--- config.mk ---
export PLATFORM = sky130hd
export DESIGN_NAME = rdata_mux
export DESIGN_NICKNAME = d
export VERILOG_FILES = /design/src/rtl/bus_pkg.sv /design/src/rtl/rdata_mux_wdog.sv /design/src/rtl/rdata_mux.sv
export SDC_FILE = /design/constraint.sdc
export NUM_CORES = 1
export LEC_CHECK = 0
export BUFFER_PORTS_ARGS = -buffer_cell sky130_fd_sc_hd__buf_4
export CAP_MARGIN = 25
export CELL_PAD_IN_SITES_DETAIL_PLACEMENT = 1
export CELL_PAD_IN_SITES_GLOBAL_PLACEMENT = 2
export CORE_ASPECT_RATIO = 0.75
export CORE_UTILIZATION = 17
export DETAILED_ROUTE_END_ITERATION = 6
export GPL_ROUTABILITY_DRIVEN = 0
export PLACE_DENSITY_LB_ADDON = 0.15
export SLEW_MARGIN = 10
export SYNTH_ARGS = -nofsm -noshare
export SYNTH_HDL_FRONTEND = slang
export SYNTH_HIERARCHICAL = 1
export SYNTH_SLANG_ARGS = --single-unit
--- constraint.sdc ---
create_clock -name CLK -period 3.91 [get_ports CLK]
set_input_delay 0.782 -clock CLK [delete_from_list [all_inputs] [get_ports CLK]]
set_output_delay 0.782 -clock CLK [all_outputs]
set_load 0.02 [all_outputs]
--- src/rtl/bus_pkg.sv ---
// Shared bus definitions: response codes, read-mux FSM states and a one-hot helper.
package bus_pkg;

    localparam logic [1:0] RESP_OKAY  = 2'b00;
    localparam logic [1:0] RESP_ERROR = 2'b01;
    localparam logic [1:0] RESP_RETRY = 2'b10;
    localparam logic [1:0] RESP_SPLIT = 2'b11;

    typedef enum logic [1:0] {
        IDLE = 2'd0,
        ERR1 = 2'd1,
        ERR2 = 2'd2
    } rdm_state_t;

    // Selects up to 64 slaves wide; callers zero-extend narrower vectors.
    function automatic logic onehot(input logic [63:0] v);
        return (v != 64'd0) && ((v & (v - 64'd1)) == 64'd0);
    endfunction

endpackage

--- src/rtl/rdata_mux_wdog.sv ---
// Data-phase stall watchdog: counts consecutive stalled cycles and flags expiry
// on the cycle that would make the count reach TMO.
module rdata_mux_wdog #(
    parameter int TMO = 256
) (
    input  logic CLK,
    input  logic nRST,
    input  logic stall,
    output logic expire
);

    generate
        if (TMO > 0) begin : g_wdog
            localparam int CW = $clog2(TMO + 1);

            logic [CW-1:0] cnt_q;
            logic [CW-1:0] cnt_d;

            always_comb begin
                cnt_d = '0;
                if (stall) begin
                    cnt_d = cnt_q + CW'(1);
                end
            end

            always_ff @(posedge CLK or negedge nRST) begin
                if (!nRST) begin
                    cnt_q <= '0;
                end else begin
                    cnt_q <= cnt_d;
                end
            end

            assign expire = stall && (cnt_q == CW'(TMO - 1));
        end else begin : g_off
            logic unused_wdog;
            assign unused_wdog = ^{CLK, nRST, stall};
            assign expire      = 1'b0;
        end
    endgenerate

endmodule

--- src/rtl/rdata_mux.sv ---
// Read-data return mux: routes the data-phase slave back to the masters and
// hosts the default slave (ERROR for unmapped transfers, abort of hung slaves).
module rdata_mux
    import bus_pkg::*;
#(
    parameter int NS  = 8,
    parameter int DW  = 32,
    parameter int TMO = 256
) (
    input  logic            CLK,
    input  logic            nRST,
    input  logic [NS-1:0]   AsDEC,
    input  logic            AmVALID,
    input  logic [NS*DW-1:0] SxRDT,
    input  logic [NS-1:0]   SxRDY,
    input  logic [2*NS-1:0] SxRESP,
    output logic [DW-1:0]   MmRDT,
    output logic            MsRDY,
    output logic [1:0]      MsRESP,
    output logic [NS-1:0]   SsABORT,
    output logic [NS-1:0]   DsSEL
);

    rdm_state_t    state_q, state_d;
    logic [NS-1:0] ds_sel_q, ds_sel_d;
    logic          ds_vld_q, ds_vld_d;
    logic [NS-1:0] abort_q, abort_d;

    logic [DW-1:0] rdt_m  [NS];
    logic [1:0]    resp_m [NS];
    logic [DW-1:0] sel_rdt;
    logic [1:0]    sel_resp;
    logic          sel_rdy;
    logic          sel_oh;
    logic          as_oh;
    logic          stall;
    logic          expire;

    genvar gi;
    generate
        for (gi = 0; gi < NS; gi++) begin : g_mask
            assign rdt_m[gi]  = ds_sel_q[gi] ? SxRDT[gi*DW +: DW]  : '0;
            assign resp_m[gi] = ds_sel_q[gi] ? SxRESP[2*gi +: 2]   : 2'b00;
        end
    endgenerate

    always_comb begin
        sel_rdt  = '0;
        sel_resp = 2'b00;
        for (int i = 0; i < NS; i++) begin
            sel_rdt  = sel_rdt | rdt_m[i];
            sel_resp = sel_resp | resp_m[i];
        end
    end

    assign sel_rdy = |(SxRDY & ds_sel_q);
    assign sel_oh  = onehot(64'(ds_sel_q));
    assign as_oh   = onehot(64'(AsDEC));
    assign stall   = (state_q == IDLE) && ds_vld_q && sel_oh && !sel_rdy;

    rdata_mux_wdog #(
        .TMO (TMO)
    ) u_wdog (
        .CLK    (CLK),
        .nRST   (nRST),
        .stall  (stall),
        .expire (expire)
    );

    // Master-side outputs; slaves are only observed in IDLE with a one-hot select.
    always_comb begin
        MmRDT  = '0;
        MsRDY  = 1'b1;
        MsRESP = RESP_OKAY;
        unique case (state_q)
            ERR1: begin
                MsRDY  = 1'b0;
                MsRESP = RESP_ERROR;
            end
            ERR2: begin
                MsRESP = RESP_ERROR;
            end
            default: begin
                if (sel_oh) begin
                    MmRDT  = sel_rdt;
                    MsRDY  = sel_rdy;
                    MsRESP = sel_resp;
                end else if (ds_vld_q) begin
                    MsRESP = RESP_ERROR;
                end
            end
        endcase
    end

    always_comb begin
        state_d  = state_q;
        ds_sel_d = ds_sel_q;
        ds_vld_d = ds_vld_q;
        abort_d  = '0;
        if (MsRDY) begin
            ds_sel_d = AsDEC;
            ds_vld_d = AmVALID;
        end
        unique case (state_q)
            ERR1: state_d = ERR2;
            ERR2: state_d = (AmVALID && !as_oh) ? ERR1 : IDLE;
            default: begin
                if (MsRDY && AmVALID && !as_oh) begin
                    state_d = ERR1;
                end else if (expire) begin
                    state_d = ERR1;
                    abort_d = ds_sel_q;
                end
            end
        endcase
    end

    always_ff @(posedge CLK or negedge nRST) begin
        if (!nRST) begin
            state_q  <= IDLE;
            ds_sel_q <= '0;
            ds_vld_q <= 1'b0;
            abort_q  <= '0;
        end else begin
            state_q  <= state_d;
            ds_sel_q <= ds_sel_d;
            ds_vld_q <= ds_vld_d;
            abort_q  <= abort_d;
        end
    end

    // abort_q is only ever loaded on the way into ERR1, so it is visible for that one cycle.
    assign SsABORT = (state_q == ERR1) ? abort_q : '0;
    assign DsSEL   = ds_sel_q;

endmodule

# ---- After elaboration in Yosys (flattened, before gate mapping)
# Index checks and enable logic that the tools add are counted.
# Widths: inputs -> output; s select.
dict set report word_totals {
  ff_bits 28
  in_bits 291
  output_inout_bits 51
  word_cells 79
}
dict set report classes {
  addsub 3
  n_eq_ne 3
  mux 32
  bitwise 17
  reduce_logical 19
}
# operator count
set ops {}
lappend ops {{$mux 32} 10}
lappend ops {{$or 32x32->32} 7}
lappend ops {{$and 8x64->64} 2}
lappend ops {{$logic_not 64->1} 2}
lappend ops {{$mux 8} 4}
lappend ops {{$mux 2} 12}
lappend ops {{$sub 8x1->9 const B} 2}
lappend ops {{$reduce_bool 8->1} 2}
lappend ops {{$or 2x2->2} 7}
lappend ops {{$add 9x1->9 const B} 1}
lappend ops {{$eq 9x8->1 const B} 1}
lappend ops {{$logic_and 1x1->1} 9}
lappend ops {{$mux 9} 1}
lappend ops {{$and 8x8->8} 1}
lappend ops {{$reduce_or 8->1} 1}
lappend ops {{$pmux 2 s2} 1}
lappend ops {{$reduce_bool 4->1} 1}
lappend ops {{$mux 1} 3}
lappend ops {{$eq 2x1->1 const B} 1}
lappend ops {{$eq 2x2->1 const B} 1}
lappend ops {{$logic_not 1->1} 2}
lappend ops {{$logic_not 2->1} 1}
lappend ops {{$pmux 1 s2} 1}
lappend ops {{$reduce_or 2->1} 1}

# ---- Longest topological paths before layout
# Gate-level depths: netlist (run 1).
dict set report logic_depth {
  ltp_word 10
  mapped_depth 10
  depth_no_buf 10
}

# ---- Modules after synthesis
# The synthesis (run 1) kept the hierarchy.
# mod instances cells_per_inst area_each_um2 seq_area_each_um2
set modules_own_cells {}
lappend modules_own_cells {rdata_mux 1 304 2511.2 475.5}
lappend modules_own_cells {rdata_mux_wdog 1 39 422.9 225.2}

# ---- Least setup slack after synthesis (run 1)
# OpenSTA, ideal clock, no wires.
dict set report synth_timing {
  path_type {register to output}
  start {register ds_sel_q[2], in the netlist DsSEL[2]}
  end {output port MmRDT[10]}
  arrival_time_ns 2.064
  required_ns 3.128
  setup_slack_ns 1.064
  stages_incl_launch_ff 7
  path_buffers 1
  cell_sequence {dfrtp_1 > nor4_1 > nand4b_1 > nand4_1 > o21ai_1 > clkbuf_1 > a31oi_1}
}
dict set report synth_between {
  elab_chain_cells 9
  elab_cells_between_ends 14
  classes_between {add/sub (1); mux (3); bitwise (7); reduce/logical (3)}
}
# element line
set synth_rtl {}
lappend synth_rtl {{start: declaration} rdata_mux.sv:25} ;# logic [NS-1:0] ds_sel_q, ds_sel_d;
lappend synth_rtl {{start signal: assignment} rdata_mux.sv:126} ;# ds_sel_q <= ds_sel_d;
lappend synth_rtl {{parallel branches: the longest is 7 deep, another holds $sub 8x1->9} n/a}
lappend synth_rtl {{$mux 32 (*)} rdata_mux.sv:84} ;# if (sel_oh) begin
lappend synth_rtl {{$mux 32 (*)} rdata_mux.sv:75} ;# unique case (state_q)
lappend synth_rtl {{end: declaration} rdata_mux.sv:17} ;# output logic [DW-1:0] MmRDT,
# Mark *: on every way between the ends.

# ---- Final worst setup path (run 1)
dict set report layout_timing {
  start {register ds_sel_q[3], in the netlist DsSEL[3]}
  end {output port MsRESP[1]}
}
dict set report layout_between {
  elab_chain_cells 8
  elab_cells_between_ends 13
  classes_between {add/sub (1); mux (3); bitwise (6); reduce/logical (3)}
}
# element line
set layout_rtl {}
lappend layout_rtl {{parallel branches: the longest is 6 deep, another holds $sub 8x1->9} n/a}
lappend layout_rtl {{$mux 2 (*)} rdata_mux.sv:84}
lappend layout_rtl {{$mux 2 (*)} rdata_mux.sv:75}
lappend layout_rtl {{end: declaration} rdata_mux.sv:19} ;# output logic [1:0] MsRESP,
# Marked as above.

==> results of run 1 <==
[stage by stage]
stage	utilization (%)	area, sq um	setup WS, ns
floorplan	-	2930	1.06
global placement	34.1	5740	0.694
detailed placement	34.1	5740	0.573
CTS	34.7	5850	0.276
global route	34.7	5850	0.0496
finish	34.8	5850	0.283
[path summary, 6_finish.rpt]
path	end	slack (ns)	from	depth (start not counted)
max	MsRESP[1]	0.28	DsSEL[3]	7
min	ds_vld_q	0.44	nRST	1
max reg2reg	state_q[1]	0.63	DsSEL[3]	8
min reg2reg	u_wdog/g_wdog.cnt_q[0]	0.49	u_wdog/g_wdog.cnt_q[0]	1
max in group asynchronous	DsSEL[4]	3.18	nRST	1
min in group CLK	u_wdog/g_wdog.cnt_q[0]	0.49	u_wdog/g_wdog.cnt_q[0]	1
[where the power goes]
| part | internal, mW | total, mW | leakage, nW | switching [mW] |
|---|---|---|---|---|
| clock | 0.204 | 0.299 | 0.0511 | 0.0954 |
| sequential | 0.357 | 0.640 | 0.359 | 0.283 |
| combinational | 0.927 | 2.08 | 2.46 | 1.15 |
[state kept, by name, summed over array words and instances, names as in the netlist]
| signal | flops |
|---|---|
| DsSEL | 8 |
| u_wdog/g_wdog.cnt_q | 9 |
| abort_q | 8 |
| ds_vld_q | 1 |
| state_q | 2 |
[final cells by class]
| cell class | instances | area [sq um] |
|---|---|---|
| diodes | 1 | 2.50 |
| clock buffers | 3 | 75.1 |
| clock inverters | 1 | 30.0 |
| fillers | 2031 | 11000 |
| inverters | 5 | 18.8 |
| multi-input cells | 273 | 2090 |
| flip-flops and latches | 28 | 711 |
| well taps | 215 | 269 |
| repair buffers | 354 | 2660 |
[cell usage in the layout, fill, tap and decap left out, drive strengths merged, types with 3 or more instances in the layout]
cell    instances
buf           354
a22oi          74
a31oi          34
a22o           33
a221oi         33
dfrtp          28
and2           21
mux2           10
nor2            7
ha              6
o21ai           6
inv             5
nand2           5
nand4b          4
or3             4
nand3           4
nand4           3
clkbuf          3
a21boi          3
[worst max-delay path, stage by stage (launching register included)]
cell      delay (ns)
dfrtp_2         0.60
nor4_1          0.71
nand4b_1        0.18
nand4_1         0.25
o21ai_4         0.14
buf_4           0.28
a31oi_1         0.22
buf_4           0.18
[metal layers]
layer  vias up  share of wire, %  global-route usage, %  wire length (microns)
met2       213                52                   41.8                  11100
li1       2094                 -                      -                      -
met4         0               1.7                   4.60                    365
met1      2219                39                   26.9                   8400
met3        22               7.1                   5.01                   1530
met5         -                 0                      0                      0
[cell families after synthesis]
kind of cell,synth area share [%]
AOI/OAI and AO/OA,50.0
xor gates and xnor gates,0.896
adders and majority gates,2.90
buffers and inverters,5.42
DFF,23.9
muxes,4.52
and+or+nand+nor,12.4
==> results.ini, run 1 <==
[die]
pin_count=342
rows=41
die_h_microns=116
dieArea_sq_um=17800
core_sq_um=16800
die_w_microns=154
initial_core_util_pct=17.4

[cells_and_area]
drive_gt1_share_pct=56.9
syn_to_final_growth_pct=99.4
nNetsFinal=962
fin_cells=880

[logic_synthesis]
synthFlopType=dfrtp_1
ys.warnings.count=6
synth_top_area_share_pct=23.9
synth_area_per_cell_sq_um=8.55
synthesis.instances=343
synth_commonest_cells=74 x a22oi_1, 35 x clkbuf_1, 34 x a31oi_1
ys_seq_area_share_pct=23.9
synth-async-reset-ratio_pct=100
synth_edf_count=0
synth_most_common_cell=a22oi_1
ys_ff_latch=28
synth_fp_nets=640
syn_area_sq_um=2930
ys_types=43
yosys.area.top_type=dfrtp_1
netlist_top_cells_area=dfrtp_1 24%, a22oi_1 19%, a221oi_1 9.9%

[pwr]
fin_total_pwr_mw=3.02
powerDensity_nw_per_um2=516
p_leak_nw=2.87
ir_worst_vdd_mv=0.237

[sta]
period_needed_ns=3.63
fin_crit_sh_pct=92.8
rsz0062_at_grt=false
clock-skew-final_ns=0.00159
max_freq_ghz=0.276
relSlewSlack_pct=51.5
worstMarginPinSlew_ns=0.717
hold_viol_final=0
drv_slew=0
fin_setup_tns_ns=0
whs_ns=0.438
setup_viol=0

[outcome]
status=completed

[cts]
clock_latency_ns=0.26
hold_buffers=0
cts_buffer_depth=2
htree_levels=1
post_cts_buffers=0
cts_sinks=28
cts_resized=0
cts_tree=yes
cts_made_buffers=3
cts_root_buf=clkbuf_16
clkSlewWorstSetupHoldPaths_ns=0.07

[flow_run]
maxCapViolations=0

[routing]
drt-pass1-iter-count=4
antenna_left=0
drt_iter0_markers=265
drt-total-wl_mm=21.4
vias=4548
wl_per_cell_microns=24.3
drc=0
via_per_inst=5.17

[global_routing]
first_global_vias=4804
grt_pass1_wl_mm=30.2
antenna_found_initial=1
grt_max_degree=29
gr-total-overflow=0
track_usage_pct=22.6

[critical_path]
end_kind=output pin
cp.arrival_ns=2.84
required_ns=3.13
crit_fanout=26
startpoint_type=register
setup.worst_path.class=reg2out

[worst_hold_path]
hold_class=in2async

[place]
placedCellCount=875
dp_hpwl_mm=17.5
io_buffer_count=341

Power figures use the tool's default switching activity.
==> run 2: changes to the inputs <==
MAX_ROUTING_LAYER = met4   (was default)
==> results.ini, run 2 (synthesized netlist as in run 1, its figures left out) <==
[outcome]
status=completed

[sta]
fin_setup_tns_ns=0
clock-skew-final_ns=0.00159
worstMarginPinSlew_ns=0.717
max_freq_ghz=0.275
relSlewSlack_pct=51.6
worst_slack_ns=0.280
period_needed_ns=3.63
setup_viol=0
hold_viol_final=0
rsz0062_at_grt=false
drv_slew=0
fin_crit_sh_pct=92.8

[routing]
drt-total-wl_mm=21.4
drc=0
wl_per_cell_microns=24.3
drt_iter0_markers=292
antenna_left=0
via_per_inst=5.19
vias=4567
drt-pass1-iter-count=4

[pwr]
switching_power_mw=1.53
powerDensity_nw_per_um2=516
power_frac_clock_pct=9.9
p_leak_nw=2.87
power.internal_mw=1.49
pwr-share-comb_pct=68.8
ir_worst_vdd_mv=0.237
seq_power_share_pct=21.3
p_sw_share_pct=50.7

[worst_hold_path]
hold_class=in2async

[cells_and_area]
layout_common_cells=354 x buf_4, 74 x a22oi_1, 34 x a31oi_1, 33 x a22o_1, 33 x a221oi_1
drive_gt1_share_pct=56.9
nNetsFinal=962
largest_reg_flops=9
fin_cells=880
fill_cells=2031
syn_to_final_growth_pct=99.4
layout_commonest_cell=buf_4
largest_register=u_wdog/g_wdog.cnt_q

[critical_path]
r2r_end=state_q[1]
r2r_start=DsSEL[3]
setup.worst_path.class=reg2out
cp.arrival_ns=2.85
crit_path_end=MmRDT[15]
r2r_cells=8
crit_fanout=26
required_ns=3.13
startpoint_type=register
end_kind=output pin
startpoint=DsSEL[3]
reg2reg_slack_ns=0.63

[global_routing]
first_global_vias=4822
grt_max_degree=29
track_usage_pct=23.2
grt_pass1_wl_mm=30.2
gr-total-overflow=0
antenna_found_initial=1

[die]
core_sq_um=16800
dieArea_sq_um=17800
rows=41
pin_count=342
initial_core_util_pct=17.4
die_w_microns=154
die_h_microns=116

[flow_run]
maxCapViolations=0

[cts]
cts_root_buf=clkbuf_16
cts_buffer_depth=2
cts_sinks=28
cts_resized=0
cts_tree=yes
cts_made_buffers=3
clock_latency_ns=0.26
clkSlewWorstSetupHoldPaths_ns=0.07
htree_levels=1
hold_buffers=0
post_cts_buffers=0

[place]
dp_hpwl_mm=17.5
io_buffer_count=341
dp_slack_ns=0.573
placedCellCount=875

==> run 2: final cells by class <==
class	instances	area [sq um]	share of cell area, %
multi-input cells	273	2090	35.7
diodes	1	2.50	0.0428
inverters	5	18.8	0.321
well taps	215	269	4.60
clock buffers	3	75.1	1.28
clock inverters	1	30.0	0.513
flip-flops and latches	28	711	12.1
repair buffers	354	2660	45.4
==> run 2: power groups by stage <==
stage | Combinational [mW] | Sequential [mW] | Clock [mW]
CTS | 2.10 | 0.645 | 0.311
detailed placement | 2.08 | 0.650 | 0
floorplan | 1.25 | 0.463 | 0
global placement | 2.08 | 0.641 | 0
finish | 2.08 | 0.642 | 0.300
global route | 2.23 | 0.665 | 0.319
==> run 2: routing by layer <==
| metal | wire length (microns) | share of wire [%] | GRT usage [%] | vias to the layer above |
|---|---|---|---|---|
| li1 | - | - | - | 2096 |
| met1 | 8550 | 40 | 27.0 | 2244 |
| met2 | 11100 | 52 | 42.0 | 207 |
| met3 | 1420 | 6.6 | 4.56 | 20 |
| met4 | 316 | 1.5 | 4.20 | 0 |
| met5 | 0 | 0 | - | - |
==> run 2: how the worst min path moves through the flow <==
stage,start,to,slack [ns],cells after the start
CTS,nRST,ds_vld_q,0.45,1
finish,nRST,ds_vld_q,0.44,1
global placement,u_wdog/g_wdog.cnt_q[0],u_wdog/g_wdog.cnt_q[0],0.47,1
detailed placement,u_wdog/g_wdog.cnt_q[0],u_wdog/g_wdog.cnt_q[0],0.49,1
global route,nRST,ds_vld_q,0.46,1
floorplan,u_wdog/g_wdog.cnt_q[0],u_wdog/g_wdog.cnt_q[0],0.45,1
==> run 2: worst max-delay path: stages (launching register included) <==
cell and delay (ns):
dfrtp_2 0.60, nor4_1 0.71, nand4b_1 0.18, nand4_1 0.25
o21ai_4 0.14, buf_4 0.28, a31oi_1 0.23, buf_4 0.18
==> run 2: per-stage QoR <==
| stage | util, % | power, mW | hold slack, ns | area [sq um] |
|---|---|---|---|---|
| CTS | 34.7 | 3.05 | 0.446 | 5850 |
| finish | 34.8 | 3.02 | 0.438 | 5850 |
| detailed placement | 34.1 | 2.73 | 0.485 | 5740 |
| global route | 34.7 | 3.21 | 0.457 | 5850 |
| floorplan | - | 1.72 | 0.450 | 2930 |
| global placement | 34.1 | 2.72 | 0.467 | 5740 |
==> run 3: changes to the inputs <==
==> constraint.sdc (replaced) <==
create_clock -name CLK -period 3.91 [get_ports CLK]
set_input_delay 0.1955 -clock CLK [delete_from_list [all_inputs] [get_ports CLK]]
set_output_delay 0.1955 -clock CLK [all_outputs]
set_load 0.02 [all_outputs]
==> results.ini, run 3 (synthesized netlist as in run 1, its figures left out) <==
[critical_path]
r2r_cells=8
crit_path_end=state_q[1]
end_kind=register
reg2reg_slack_ns=0.69
crit_fanout=18
cp.arrival_ns=3.37
r2r_start=DsSEL[3]
r2r_end=state_q[1]
required_ns=4.06
startpoint_type=register
setup.worst_path.class=reg2reg
startpoint=DsSEL[3]

[global_routing]
grt_max_degree=34
grt_pass1_wl_mm=29.3
antenna_found_initial=0
first_global_vias=4726
track_usage_pct=22.5
gr-total-overflow=0

[routing]
drt_iter0_markers=259
drt-total-wl_mm=20.7
antenna_left=0
drc=0
drt-pass1-iter-count=4
via_per_inst=5.11
wl_per_cell_microns=23.5
vias=4490

[cells_and_area]
nNetsFinal=962
layout_commonest_cell=buf_4
multiInputGateArea_sq_um=2090
drive_gt1_share_pct=56.8
stdcell_area_sq_um=5850
final-seq-area_sq_um=711
syn_to_final_growth_pct=99.4
fill_cells=2020
diodes=0
largest_register=u_wdog/g_wdog.cnt_q
fin_cells=879
largest_reg_flops=9
layout_common_cells=353 x buf_4, 74 x a22oi_1, 34 x a31oi_1, 33 x a22o_1, 33 x a221oi_1

[sta]
fin_setup_tns_ns=0
period_needed_ns=3.22
clock-skew-final_ns=0.00344
hold_viol_final=0
relSlewSlack_pct=48.4
rsz0062_at_grt=false
max_freq_ghz=0.310
worstMarginPinSlew_ns=0.763
fin_crit_sh_pct=82.5
setup_viol=0
drv_slew=0

[place]
placedCellCount=874
dp_hpwl_mm=16.7
io_buffer_count=341
placed_cell_area_sq_um=5730

[die]
die_h_microns=116
die_w_microns=154
dieArea_sq_um=17800
initial_core_util_pct=17.4
pin_count=342
rows=41
core_sq_um=16800

[pwr]
p_sw_share_pct=49.8
seq_power_share_pct=20.4
p_leak_nw=2.86
power_frac_clock_pct=10.3
switching_power_mw=1.47
power.internal_mw=1.48
pwr-share-comb_pct=69.3
ir_worst_vdd_mv=0.265
powerDensity_nw_per_um2=506

[cts]
cts_sinks=28
post_cts_buffers=0
cts_made_buffers=3
cts_tree=yes
clock_latency_ns=0.26
htree_levels=1
cts_buffer_depth=2
clkSlewWorstSetupHoldPaths_ns=0.07
cts_root_buf=clkbuf_16

[flow_run]
maxCapViolations=0

[worst_hold_path]
hold_class=in2reg

[outcome]
status=completed

[run 3: changes by cell type in the layout (fill, tap and decap cells not counted)]
cell           delta
diode_2           -1
dlygate4sd3_1     +1
buf_4             -1
[run 3: area by class of cell]
cell class	count	area share [%]
clock inverter	1	0.513
tap	215	4.60
sequential	28	12.1
timing repair buffer	354	45.5
multi-input combinational	273	35.7
clock buffer	3	1.28
inverter	5	0.321
[run 3: what timing repair did]
item / in CTS / in global routing
endpoints found under the setup margin: 0 / 0
hold buffers: 1 / 0
endpoints found under the hold margin: 28 / 0
gates resized for setup: 0 / 0
[run 3: layer usage]
layer / up-vias / track usage [%] / part of all wire (%)
met5: - / - / 0
met4: 0 / 2.40 / 0.93
met3: 12 / 4.08 / 6.7
met2: 207 / 41.4 / 53
met1: 2182 / 26.3 / 40
li1: 2089 / - / -
[run 3: per-stage QoR]
stage               hold WS, ns  setup slack [ns]  total power, mW  util [%]
CTS                       0.187             0.672             2.99      34.8
detailed placement        0.143             0.680             2.67      34.1
global route              0.194             0.372             3.17      34.8
floorplan                -0.100              1.25             1.72         -
finish                    0.189             0.685             2.96      34.8
global placement          0.141             0.815             2.63      34.1
[run 3: power groups by stage]
stage / clock network (mW) / registers, mW / logic, mW
global placement: 0 / 0.597 / 2.04
floorplan: 0 / 0.463 / 1.25
detailed placement: 0 / 0.612 / 2.06
finish: 0.303 / 0.604 / 2.05
CTS: 0.311 / 0.607 / 2.07
global route: 0.321 / 0.630 / 2.21
[run 3: worst max-delay path, stage by stage, from the launching register on]
cell and delay, ns:
dfrtp_2 0.55, nor4_1 0.68, nor4bb_1 0.25, o21ai_1 0.38
nor2_1 0.23, and2_1 0.21, or3_1 0.30, a31oi_1 0.16
mux2_1 0.34
[run 3: worst min path at each step]
stage | start | to | slack, ns | cells after the start
2_1_floorplan | nRST | DsSEL[0] | -0.10 | 0
3_3_place_gp | nRST | DsSEL[7] | 0.14 | 1
3_5_place_dp | nRST | DsSEL[7] | 0.14 | 1
4_1_cts | AmVALID | ds_vld_q | 0.19 | 2
5_1_grt | AmVALID | ds_vld_q | 0.19 | 2
6_report | AmVALID | ds_vld_q | 0.19 | 2
